===== src/rtl/dm_arbiter.sv =====
// Two-port arbiter in front of the single-port data memory.
// Port 0 (MEM stage) has priority; port 1 is forced through after a bounded wait.
module dm_arbiter #(
  parameter int ADDR_W       = 12,
  parameter int STARVE_LIMIT = 4
) (
  input  logic              clk,
  input  logic              reset,
  input  logic              m0_req,
  input  logic              m0_we,
  input  logic [31:0]       m0_addr,
  input  logic [31:0]       m0_wdata,
  input  logic [3:0]        m0_be,
  output logic              m0_gnt,
  output logic              m0_rvalid,
  output logic [31:0]       m0_rdata,
  output logic              m0_err,
  input  logic              m1_req,
  input  logic              m1_we,
  input  logic [31:0]       m1_addr,
  input  logic [31:0]       m1_wdata,
  input  logic [3:0]        m1_be,
  output logic              m1_gnt,
  output logic              m1_rvalid,
  output logic [31:0]       m1_rdata,
  output logic              m1_err,
  output logic              mem_en,
  output logic              mem_we,
  output logic [ADDR_W-1:0] mem_addr,
  output logic [31:0]       mem_wdata,
  output logic [3:0]        mem_be,
  input  logic [31:0]       mem_rdata
);

  localparam int CW = $clog2(STARVE_LIMIT + 1);

  localparam logic [0:0] IDLE = 1'b0;
  localparam logic [0:0] RESP = 1'b1;

  logic [0:0]    state;
  logic [0:0]    state_nx;
  logic [CW-1:0] starve_cnt;
  logic          force1;
  logic          any_gnt;
  logic          in_range;

  logic          w_we;
  logic [31:0]   w_addr;
  logic [31:0]   w_wdata;
  logic [3:0]    w_be;

  logic          rsp_port;
  logic          rsp_err;
  logic [31:0]   rsp_data;

  logic          unused_lsb;

  assign force1  = (starve_cnt == CW'(STARVE_LIMIT));

  // Grants are gated by reset so nothing reaches memory while in reset.
  assign m1_gnt  = reset & m1_req & (~m0_req | force1);
  assign m0_gnt  = reset & m0_req & ~m1_gnt;
  assign any_gnt = m0_gnt | m1_gnt;

  always_comb begin
    w_we    = 1'b0;
    w_addr  = '0;
    w_wdata = '0;
    w_be    = '0;
    unique case (1'b1)
      m0_gnt: begin
        w_we    = m0_we;
        w_addr  = m0_addr;
        w_wdata = m0_wdata;
        w_be    = m0_be;
      end
      m1_gnt: begin
        w_we    = m1_we;
        w_addr  = m1_addr;
        w_wdata = m1_wdata;
        w_be    = m1_be;
      end
      default: ;
    endcase
  end

  assign in_range   = (w_addr[31:ADDR_W+2] == '0);
  assign unused_lsb = ^w_addr[1:0];

  assign mem_en    = any_gnt & in_range;
  assign mem_we    = w_we & mem_en;
  assign mem_addr  = w_addr[ADDR_W+1:2];
  assign mem_wdata = w_wdata;
  assign mem_be    = w_be;

  always_comb begin
    state_nx = state;
    unique case (state)
      IDLE:    state_nx = any_gnt ? RESP : IDLE;
      RESP:    state_nx = any_gnt ? RESP : IDLE;
      default: state_nx = IDLE;
    endcase
  end

  always_ff @(posedge clk) begin
    if (!reset) begin
      state      <= IDLE;
      starve_cnt <= '0;
      rsp_port   <= 1'b0;
      rsp_err    <= 1'b0;
      rsp_data   <= '0;
    end else begin
      state <= state_nx;
      if (any_gnt) begin
        rsp_port <= m1_gnt;
        rsp_err  <= ~in_range;
        rsp_data <= in_range ? mem_rdata : 32'h0;
      end
      if (!m1_req || m1_gnt) begin
        starve_cnt <= '0;
      end else if (!force1) begin
        starve_cnt <= starve_cnt + 1'b1;
      end
    end
  end

  assign m0_rvalid = (state == RESP) & ~rsp_port;
  assign m1_rvalid = (state == RESP) & rsp_port;
  assign m0_rdata  = m0_rvalid ? rsp_data : 32'h0;
  assign m1_rdata  = m1_rvalid ? rsp_data : 32'h0;
  assign m0_err    = m0_rvalid & rsp_err;
  assign m1_err    = m1_rvalid & rsp_err;

endmodule


===== config.mk =====
export PLATFORM = sky130hd
export DESIGN_NAME = dm_arbiter
export DESIGN_NICKNAME = d
export VERILOG_FILES = /design/src/rtl/dm_arbiter.sv
export SDC_FILE = /design/constraint.sdc
export NUM_CORES = 1
export LEC_CHECK = 0
export ABC_AREA = 0
export CAP_MARGIN = 20
export CORE_AREA = 4 4 111 113
export CTS_CLUSTER_SIZE = 25
export DETAILED_ROUTE_END_ITERATION = 16
export DIE_AREA = 0 0 115 117
export DONT_BUFFER_PORTS = 1
export PLACE_DENSITY_LB_ADDON = 0.05
export SKIP_LAST_GASP = 1
export SYNTH_ARGS = -nofsm -noshare
export SYNTH_HDL_FRONTEND = slang
export SYNTH_SLANG_ARGS = --single-unit

===== constraint.sdc =====
create_clock -name clk -period 2.55 [get_ports clk]
set_clock_uncertainty 0.2 [all_clocks]
set_input_delay 0.1275 -clock clk [delete_from_list [all_inputs] [get_ports clk]]
set_output_delay 0.1275 -clock clk [all_outputs]
set_load 0.01 [all_outputs]

# Yosys cells after proc, flatten, opt, wreduce, memory -nomap -nowiden
# Cells that the tools add are included.
word_totals:
  ff_bits: 38
  inputBits: 174
  out_inout_bits: 120
  elab_cells: 36
op_classes:
  addsub: 1
  eq_ne: 1
  mux: 8
  bitwise_logic: 17
  n_reduce_logical: 4
op_table:
  columns: ["op", "n"]
  rows:
  - ["$pmux 32 s2", 2]
  - ["$mux 32", 3]
  - ["$logic_not 18->1", 1]
  - ["$and 1x1->1", 10]
  - ["$pmux 4 s2", 1]
  - ["$not 1->1", 5]
  - ["$add 3x1->3 const B", 1]
  - ["$eq 3x3->1 const B", 1]
  - ["$or 1x1->1", 2]
  - ["$pmux 1 s2", 1]
  - ["$reduce_or 2->1", 1]
  - ["$logic_not 1->1", 1]
  - ["$logic_or 1x1->1", 1]
  - ["$mux 1", 1]

# Logic depth before layout (Yosys ltp)
# Gate-level depths: netlist of the first run.
logic_depth:
  word_depth: 9
  ltp_mapped: 8
  ltp_nobuf: 7

# Worst setup path before layout of the first run
# No wires, ideal clock.
synth_timing:
  path_kind: "flip-flop to output port"
  start: "reg starve_cnt[0]"
  end: "out mem_we"
  t_arrival_ns: 1.625
  t_required_ns: 2.223
  path_slack_ns: 0.598
  path_stages_with_launch: 7
  path_buffers: 1
  path_cell_list: "dfxtp_1 > inv_1 > ha_1 > a31oi_1 > clkbuf_1 > a22oi_1 > nor3_4"
synth_via:
  elab_chain_len: 9
  word_cells_on_any_way: 11
  classes_between: "1 x eq/ne; 2 x mux; 7 x bitwise; 1 x reduce/logical"
synth_lines:
  columns: ["element", "line", "rtl"]
  rows:
  - ["from (decl)", "42", "logic [CW-1:0] starve_cnt;"]
  - ["from (signal assigned)", "122", "starve_cnt <= starve_cnt + 1'b1;"]
  - ["$eq 3x3->1 (*)", "58", "assign force1 = (starve_cnt == CW'(STARVE_LIMIT));"]
  - ["$or 1x1->1 (*)", "61", "assign m1_gnt = reset & m1_req & (~m0_req | force1);"]
  - ["$and 1x1->1 (*)", "61", null]
  - ["$not 1->1", "62", "assign m0_gnt = reset & m0_req & ~m1_gnt;"]
  - ["$and 1x1->1", "62", null]
  - ["$pmux 32 s2", "70", "unique case (1'b1)"]
  - ["$logic_not 18->1", "87", "assign in_range = (w_addr[31:ADDR_W+2] == '0);"]
  - ["$and 1x1->1", "90", "assign mem_en = any_gnt & in_range;"]
  - ["$and 1x1->1 (*)", "91", "assign mem_we = w_we & mem_en;"]
  - ["to (decl)", "28", "output logic mem_we,"]
# Mark *: on every way between the ends. The rest lies on a longest branch, timed or not.

# Worst setup path in the final report of the first run
layout_timing:
  start: "reg starve_cnt[0]"
  end: "out mem_addr[6]"
layout_via:
  elab_chain_len: 6
layout_lines:
  columns: ["element", "line", "rtl"]
  rows:
  - ["$eq 3x3->1 (*)", "58", null]
  - ["$or 1x1->1 (*)", "61", null]
  - ["$and 1x1->1 (*)", "61", null]
  - ["via m1_gnt", "23", "output logic m1_gnt,"]
  - ["$not 1->1", "62", null]
  - ["$and 1x1->1", "62", null]
  - ["$pmux 32 s2 (*)", "70", null]
  - ["to (decl)", "29", "output logic [ADDR_W-1:0] mem_addr,"]
# The timed path passes the listed nets; every way through them passes the cells marked *.

==> impl_metrics.ini, run 1 <==
[synthesis]
seq_area_frac_synth_pct = 29.7
avgSynthCellArea_um2 = 8.01
yosys.area.top_type_share_pct = 29.7
synth_warnings = 0
synthTopCellsByCount = a22o_1 (48), dfxtp_1 (38), and3_1 (36), nand2_1 (36), and2_1 (34)
synth_edf_count = 0
ys.flop_type = dfxtp_1
yosysMostFrequentCell = a22o_1
netlist_area_um2 = 2560
synthesis.instances = 320
synth-async-reset-ratio_pct = 0
synth_nets = 496
synthTopCellsByArea = dfxtp_1 (30%), a22o_1 (16%), o21ai_2 (9.6%), and3_1 (8.8%), and2_1 (8.3%)
yosysTopAreaCell = dfxtp_1
synth_cell_types = 28
ys_seq_elements = 38

[hold_path]
hold_path_end = rsp_data[28]
hold_start = reset
hold_depth = 3
min_path_type = input pin to flip-flop

[placement]
gp_congestion = 0.767
dp_hpwl_um = 9180
dp.cells = 440
port_buffers = 0

[die]
die_h_um = 117
io_pins = 294
dieWidth_um = 115
rows = 39
dieArea_um2 = 13500
start_util_pct = 22.6
core_um2 = 11300

[global_routing]
grt_start_max_net_pins = 52
antenna_found_initial = 1
grt_use_total_pct = 15.9
grt_pass1_wl_um = 16200
grt_remaining_overflow = 0
grt_pass1_vias = 2533

[timing]
hold_slack_ps = 14.6
max_slew_margin_pct = 70.3
fin_crit_sh_pct = 87.9
rsz0062_at_grt = no
hold_viol_final = 0
finalSetupTns_ps = 0
fin_crit_ps = 2240
setup_viol = 0
worstMarginPinSlew_ps = 445
fmaxAchievable_mhz = 446
drv_slew = 0

[worst_setup_path]
critical_path_class = flip-flop to primary output
cp_max_fo = 51
r2r-end = rsp_err
regToRegStartpoint = starve_cnt[0]
cp-end-kind = primary output
start_kind = flip-flop
reg2regPathDepth = 7
required_ps = 2220
cp-startpoint = starve_cnt[0]
worstPathArrival_ps = 1910
r2r_slack_ps = 460

[clock_tree]
clk_latency_ps = 270
cts.sinks = 38
cts_tree = yes
ctsLongestPathBuffers = 2
ctsResizeCount = 0
path_clk_slew_ps = 60
cts_hold_buf = 37
cts_setup_buffers = 0
numCtsBuffers = 5
htreeDepth = 2
clockRootBuffer = clkbuf_16

[final_layout]
antenna_cells = 0
nFillCells = 1231
fin_nets = 517
utilization_pct = 29.1
post_route_cells_drive_above_1_share_pct = 15.8
area_growth_pct = 28.5
multi_input_area_um2 = 1680
ff_latch_area_um2 = 761
layout.cells.non_filler = 484

[job]
drv_cap = 0

[route]
dr.pass1.iters = 4
drcViolationCount = 0
avgRoutedWirePerCell_um = 23.9
first_iter_violations = 86
drt-vias-per-instance = 5.45
wirelength_um = 11600
vias = 2639
antenna_left = 0

[power]
leakage_nw = 1.38
power.density_nw_per_um2 = 533
ir_drop_mv = 0.286
p_total_mw = 1.75

[outcome]
status = finished clean
cell families (layout without fill, tap and decap cells):
family	after synthesis	after routing	synth area share, %
fa+ha+maj	2	2	0.976
simple gates	155	155	33.2
compound gates	88	88	29.5
mux	1	1	0.390
flops	38	38	29.7
buf+inv	36	57	6.20
worst max-delay path by stage:
stage | cells after the start | endpoint | slack, ps
2_1_floorplan | 6 | mem_we | 600
3_3_place_gp | 6 | rsp_data[1] | 420
3_5_place_dp | 6 | rsp_data[2] | 350
4_1_cts | 7 | mem_we | 300
5_1_grt | 7 | mem_we | 200
6_report | 6 | mem_addr[6] | 310
report_power, final:
| group | internal, mW | leakage [nW] | switching, mW |
|---|---|---|---|
| sequential | 0.638 | 0.314 | 0.0289 |
| combinational | 0.146 | 0.983 | 0.226 |
| clock | 0.483 | 0.0829 | 0.232 |
stage by stage:
stage          worst slack (ps)  instance area (µm²)
4_1_cts                     305                 3290
6_report                    310                 3290
5_1_grt                     205                 3290
3_5_place_dp                350                 2740
3_3_place_gp                416                 2740
2_1_floorplan               598                 2560
placed cells by master, fill, tap and decap left out, types with 2 or more instances in the layout:
cell and n:
clkbuf_16 5, a22o_1 48, and2_1 34, o21ai_2 28, nor4_1 6, ha_1 2
and3_1 36, dlygate4sd3_1 36, o21ai_0 4, inv_1 4, nand2_1 36, nor2_1 3
dfxtp_1 38, buf_4 6, buf_12 4, nand3_1 33
flip-flops by register name, indices dropped and copies added (netlist names):
register,count
rsp_data,32
starve_cnt,3
rsp_port,1
rsp_err,1
state,1
final cells by class:
cell class | count | area share, %
Multi-Input combinational cell | 246 | 51.1
Timing Repair Buffer | 46 | 14.7
Clock buffer | 6 | 4.22
Sequential cell | 38 | 23.1
Clock inverter | 1 | 0.912
Inverter | 4 | 0.456
Tap cell | 143 | 5.43
critical path, cell delays in order, from the launching register on:
cell and delay [ps]:
dfxtp_1 310, inv_1 70, ha_1 220, nand2_1 150
a21oi_4 210, buf_12 250, a22o_1 410
routing by layer:
layer / vias to the layer above / global-route usage, % / share of wire, %
met5: - / 0 / 0.11
met1: 1268 / 19.9 / 38
met4: 2 / 3.05 / 0.97
met3: 10 / 5.81 / 10
met2: 146 / 26.7 / 51
li1: 1213 / - / -
(Power assumes the default switching activity.)
==> run 2: changes to the inputs <==
--- a/config.mk
+++ b/config.mk
@@ -5,12 +5,12 @@
 export SDC_FILE = /design/constraint.sdc
 export NUM_CORES = 1
 export LEC_CHECK = 0
-export ABC_AREA = 0
+export ABC_AREA = 1
 export CAP_MARGIN = 20
-export CORE_AREA = 4 4 111 113
+export CORE_AREA = 4 4 112 114
 export CTS_CLUSTER_SIZE = 25
 export DETAILED_ROUTE_END_ITERATION = 16
-export DIE_AREA = 0 0 115 117
+export DIE_AREA = 0 0 116 118
 export DONT_BUFFER_PORTS = 1
 export PLACE_DENSITY_LB_ADDON = 0.05
 export SKIP_LAST_GASP = 1
==> impl_metrics.ini, run 2 <==
[synthesis]
synth_edf_count = 0
synth_top_family_by_area = simple AND/OR/NAND/NOR gates
ys.flop_type = dfxtp_1
yosysMostFrequentCell = nor2_1
ys_seq_elements = 38
yosysTopAreaCell = dfxtp_1
synth-async-reset-ratio_pct = 0
synthAdderAreaFrac_pct = 1.00
synth_warnings = 0
yosys.area.top_type_share_pct = 30.5
netlist_area_um2 = 2490
seq_area_frac_synth_pct = 30.5
synth_xor_area_share_pct = 0.352
synth_simple_gate_area_share_pct = 30.9
synth_nets = 558
synthMuxAreaShare_pct = 0
avgSynthCellArea_um2 = 6.52
synthesis.instances = 382
synthTopCellsByCount = nor2_1 (91), nand2_1 (52), a22o_1 (48)
synth_compound_area_share_pct = 24.9
synthTopCellsByArea = dfxtp_1 (31%), a22o_1 (17%), nor2_1 (14%), nand4_1 (8.0%), nand2_1 (7.8%)
synth_cell_types = 18

[timing]
rsz0062_at_grt = no
max_slew_margin_pct = 62.7
fin_crit_sh_pct = 85.6
finalSetupTns_ps = 0
fmaxAchievable_mhz = 458
fin_crit_ps = 2180
drv_slew = 0
hold_slack_ps = 113
hold_viol_final = 0
worstMarginPinSlew_ps = 558
setup_viol = 0

[final_layout]
reg_top3 = rsp_data (32), starve_cnt (3)
post_route_cells_drive_above_1_share_pct = 6.13
mostFrequentLayoutCell = nor2_1
layout.cells.non_filler = 551
regMostFlops = rsp_data
area_growth_pct = 27.5
utilization_pct = 27.8
layout_common_cells = nor2_1 (91), nand2_1 (52), a22o_1 (48)
nFillCells = 1300
antenna_cells = 0
largest_register_ffs = 32
fin_nets = 584

[power]
leakage_nw = 1.17
p_total_mw = 1.74
ir_drop_mv = 0.205
power.density_nw_per_um2 = 547

[clock_tree]
ctsLongestPathBuffers = 2
clk_latency_ps = 270
htreeDepth = 2
path_clk_slew_ps = 60
ctsResizeCount = 0
cts.sinks = 38
cts_tree = yes
numCtsBuffers = 5
clockRootBuffer = clkbuf_16

[global_routing]
grt_pass1_wl_um = 17200
grt_use_total_pct = 16.4
grt_remaining_overflow = 0
grt_start_max_net_pins = 51
antenna_found_initial = 1
grt_pass1_vias = 2742

[worst_setup_path]
path_cells = inv_1 > ha_1 > nand2_1 > a21oi_4 > nor2_4 > buf_12 > nand2_1 > a21oi_1
critical_path_class = flip-flop to primary output
cp_max_fo = 50
slowest_stage = dfxtp_1
required_ps = 2220
slowest_delay_ps = 350
cp-end-kind = primary output
worstPathArrival_ps = 1860
start_kind = flip-flop
path_common_cell = nand2_1

[placement]
dp_hpwl_um = 9850
dp.cells = 509
port_buffers = 0
gp_congestion = 0.847

[die]
dieWidth_um = 116
core_um2 = 11400
start_util_pct = 21.8
io_pins = 294
dieArea_um2 = 13700
die_h_um = 118
rows = 39

[route]
first_iter_violations = 150
antenna_left = 0
drt-vias-per-instance = 5.07
dr.pass1.iters = 4
avgRoutedWirePerCell_um = 22.1
vias = 2796
wirelength_um = 12200
drcViolationCount = 0

[outcome]
status = finished clean

[job]
drv_cap = 0

[hold_path]
min_path_type = input pin to flip-flop
-- run 2: area by class of cell --
cell class,instances,area (µm²),area share [%]
clock inverter,1,30.0,0.945
tap,143,179,5.63
timing repair buffer,50,475,15.0
sequential,38,761,23.9
clock buffer,6,139,4.37
multi-input combinational,269,1430,44.9
inverter,44,165,5.20
-- run 2: repair_timing --
item,4_1_cts,5_1_grt
buffers inserted,0,0
hold buffers,35,0
endpoints found under the hold margin,37,0
-- run 2: stage by stage --
step           setup WS, ps  cell area (µm²)
2_1_floorplan           680             2490
3_3_place_gp            635             2660
3_5_place_dp            638             2660
4_1_cts                 350             3180
5_1_grt                 226             3180
6_report                367             3180
-- run 2: power by group --
group | switching (mW) | internal, mW | total (mW) | leakage (nW)
combinational | 0.236 | 0.137 | 0.373 | 0.774
sequential | 0.0165 | 0.628 | 0.644 | 0.311
clock | 0.236 | 0.483 | 0.719 | 0.0829
-- run 2: critical path, delay by kind of cell, from the launching register on --
family,cells,cell delay [ps]
flops,1,350
compound gates,2,400
fa+ha+maj,1,200
buf+inv,2,280
simple gates,3,330
-- run 2: cell families after synthesis --
family	after synthesis
AO/OA/AOI/OAI	85
XOR/XNOR	1
adder cells (fa/ha/maj)	2
buffers and inverters	75
flip-flops	38
AND/OR/NAND/NOR	181
-- run 2: layer usage --
layer  vias up  share of wire [%]  global-route usage [%]
met5         -               0.11                       0
met4         2                1.2                    3.34
met3         8                7.4                    3.29
met2       151                 51                    28.7
met1      1307                 41                    20.6
li1       1328                  -                       -
-- run 2: final timing paths --
check / startpoint / to / slack (ps) / cells after the start
max: starve_cnt[0] / mem_we / 370 / 8
min: reset / rsp_data[22] / 110 / 2
max reg2reg: starve_cnt[0] / rsp_data[2] / 740 / 8
min reg2reg: starve_cnt[0] / starve_cnt[0] / 260 / 1
==> run 3: changes to the inputs <==
--- a/config.mk
+++ b/config.mk
@@ -13,6 +13,7 @@
 export DIE_AREA = 0 0 116 118
 export DONT_BUFFER_PORTS = 1
 export PLACE_DENSITY_LB_ADDON = 0.05
+export REMOVE_ABC_BUFFERS = 1
 export SKIP_LAST_GASP = 1
 export SYNTH_ARGS = -nofsm -noshare
 export SYNTH_HDL_FRONTEND = slang
==> impl_metrics.ini, run 3 (synthesis gave the netlist of run 2 again) <==
[worst_setup_path]
worstPathArrival_ps = 2080
critical_path_buf_inv_count = 2
required_ps = 2220
path_cells = inv_1 > ha_1 > nand2_1 > a21oi_4 > buf_4 > a22o_1
slowest_delay_ps = 490
path_delay_family = compound AO/OA/AOI/OAI gates
start_kind = flip-flop
cp_max_fo = 51
critical_path_class = flip-flop to primary output
cp-end-kind = primary output
slowest_stage = buf_4

[job]
drv_cap = 0

[final_layout]
fin_nets = 580
regMostFlops = rsp_data
layout_common_cells = nor2_1 (91), nand2_1 (52), a22o_1 (48)
largest_register_ffs = 32
post_route_cells_drive_above_1_share_pct = 5.19
reg_top3 = rsp_data (32), starve_cnt (3)
area_growth_pct = 26.5
nFillCells = 1330
mostFrequentLayoutCell = nor2_1
antenna_cells = 0

[clock_tree]
htreeDepth = 2
ctsResizeCount = 0
clk_latency_ps = 270
ctsLongestPathBuffers = 2
cts.sinks = 38
numCtsBuffers = 5
clockRootBuffer = clkbuf_16
path_clk_slew_ps = 60
cts_hold_buf = 35
cts_setup_buffers = 0
cts_tree = yes

[power]
ir_drop_mv = 0.249
p_total_mw = 1.65
leakage_nw = 1.15
power.density_nw_per_um2 = 525

[die]
core_um2 = 11400
io_pins = 294
dieArea_um2 = 13700
rows = 39
start_util_pct = 21.8
die_h_um = 118
dieWidth_um = 116

[route]
dr.pass1.iters = 4
avgRoutedWirePerCell_um = 24.0
drt-vias-per-instance = 5.19
drcViolationCount = 0
antenna_left = 0
vias = 2843
first_iter_violations = 204
wirelength_um = 13100

[placement]
dp_hpwl_um = 10400
gp_congestion = 0.873
port_buffers = 0

[outcome]
status = finished clean

[timing]
finalSetupTns_ps = 0
drv_slew = 0
fmaxAchievable_mhz = 415
hold_viol_final = 0
setup_viol = 0
rsz0062_at_grt = no
fin_crit_sh_pct = 94.4
max_slew_margin_pct = 50.8
worstMarginPinSlew_ps = 736
fin_crit_ps = 2410

[hold_path]
min_path_type = input pin to flip-flop

[global_routing]
met1_usage_pct = 21.8
grtUsageMet3_pct = 5.14
grt_remaining_overflow = 0
busiest_layer = met2
grt_pass1_vias = 2651
grt_pass1_wl_um = 18000
antenna_found_initial = 0
grt_use_total_pct = 17.7
use_met2_pct = 30.9
grt_start_max_net_pins = 52
[run 3: cell types whose count changed in the layout (fill, tap and decap cells not counted), sizes merged]
cell,delta
buf,-4
bufinv,-1
clkbuf,+1
clkinv,+1
[run 3: per-layer routing]
metal  vias to the layer above  part of all wire (%)
li1                       1326                     -
met1                      1351                    39
met2                       162                    51
met3                         4                   8.8
met4                         0                  0.81
met5                         -                     0
[run 3: where the power goes]
group          internal (mW)  switching (mW)
combinational          0.139           0.249
clock                  0.388           0.236
sequential             0.628          0.0155
total                   1.15           0.501
[run 3: area by class of cell]
class	count	area, µm²	area share [%]
Clock buffer	7	143	4.53
Multi-Input combinational cell	269	1430	45.3
Sequential cell	38	761	24.1
Inverter	44	165	5.24
Tap cell	143	179	5.68
Timing Repair Buffer	46	470	14.9
Clock inverter	1	5.00	0.159
[run 3: per-stage QoR]
step	util (%)	cell area, µm²	worst slack [ps]	instances	hold WS [ps]
after floorplan	-	2350	-783	351	31.9
after global placement	23.2	2650	446	505	36.9
after detailed placement	23.2	2650	458	505	39.0
after CTS	27.6	3150	150	548	113
after global routing	27.6	3150	18.2	548	120
final	27.6	3150	142	548	103
[run 3: final timing paths]
path                               startpoint  slack (ps)  cells past startpoint       endpoint
worst min-delay path                    reset         100                      3   rsp_data[11]
worst max-delay path            starve_cnt[0]         140                      6   mem_wdata[9]
worst min register to register  starve_cnt[0]         260                      1  starve_cnt[0]
worst max register to register  starve_cnt[0]         580                      8  starve_cnt[1]
[run 3: worst register-to-register path: cells and delay by family, from the launching register on]
kind                       cells  cell delay, ps
adders and majority gates      1             160
and+or+nand+nor                2             250
AOI/OAI and AO/OA              2             260
DFF                            1             320
buffers and inverters          3             680
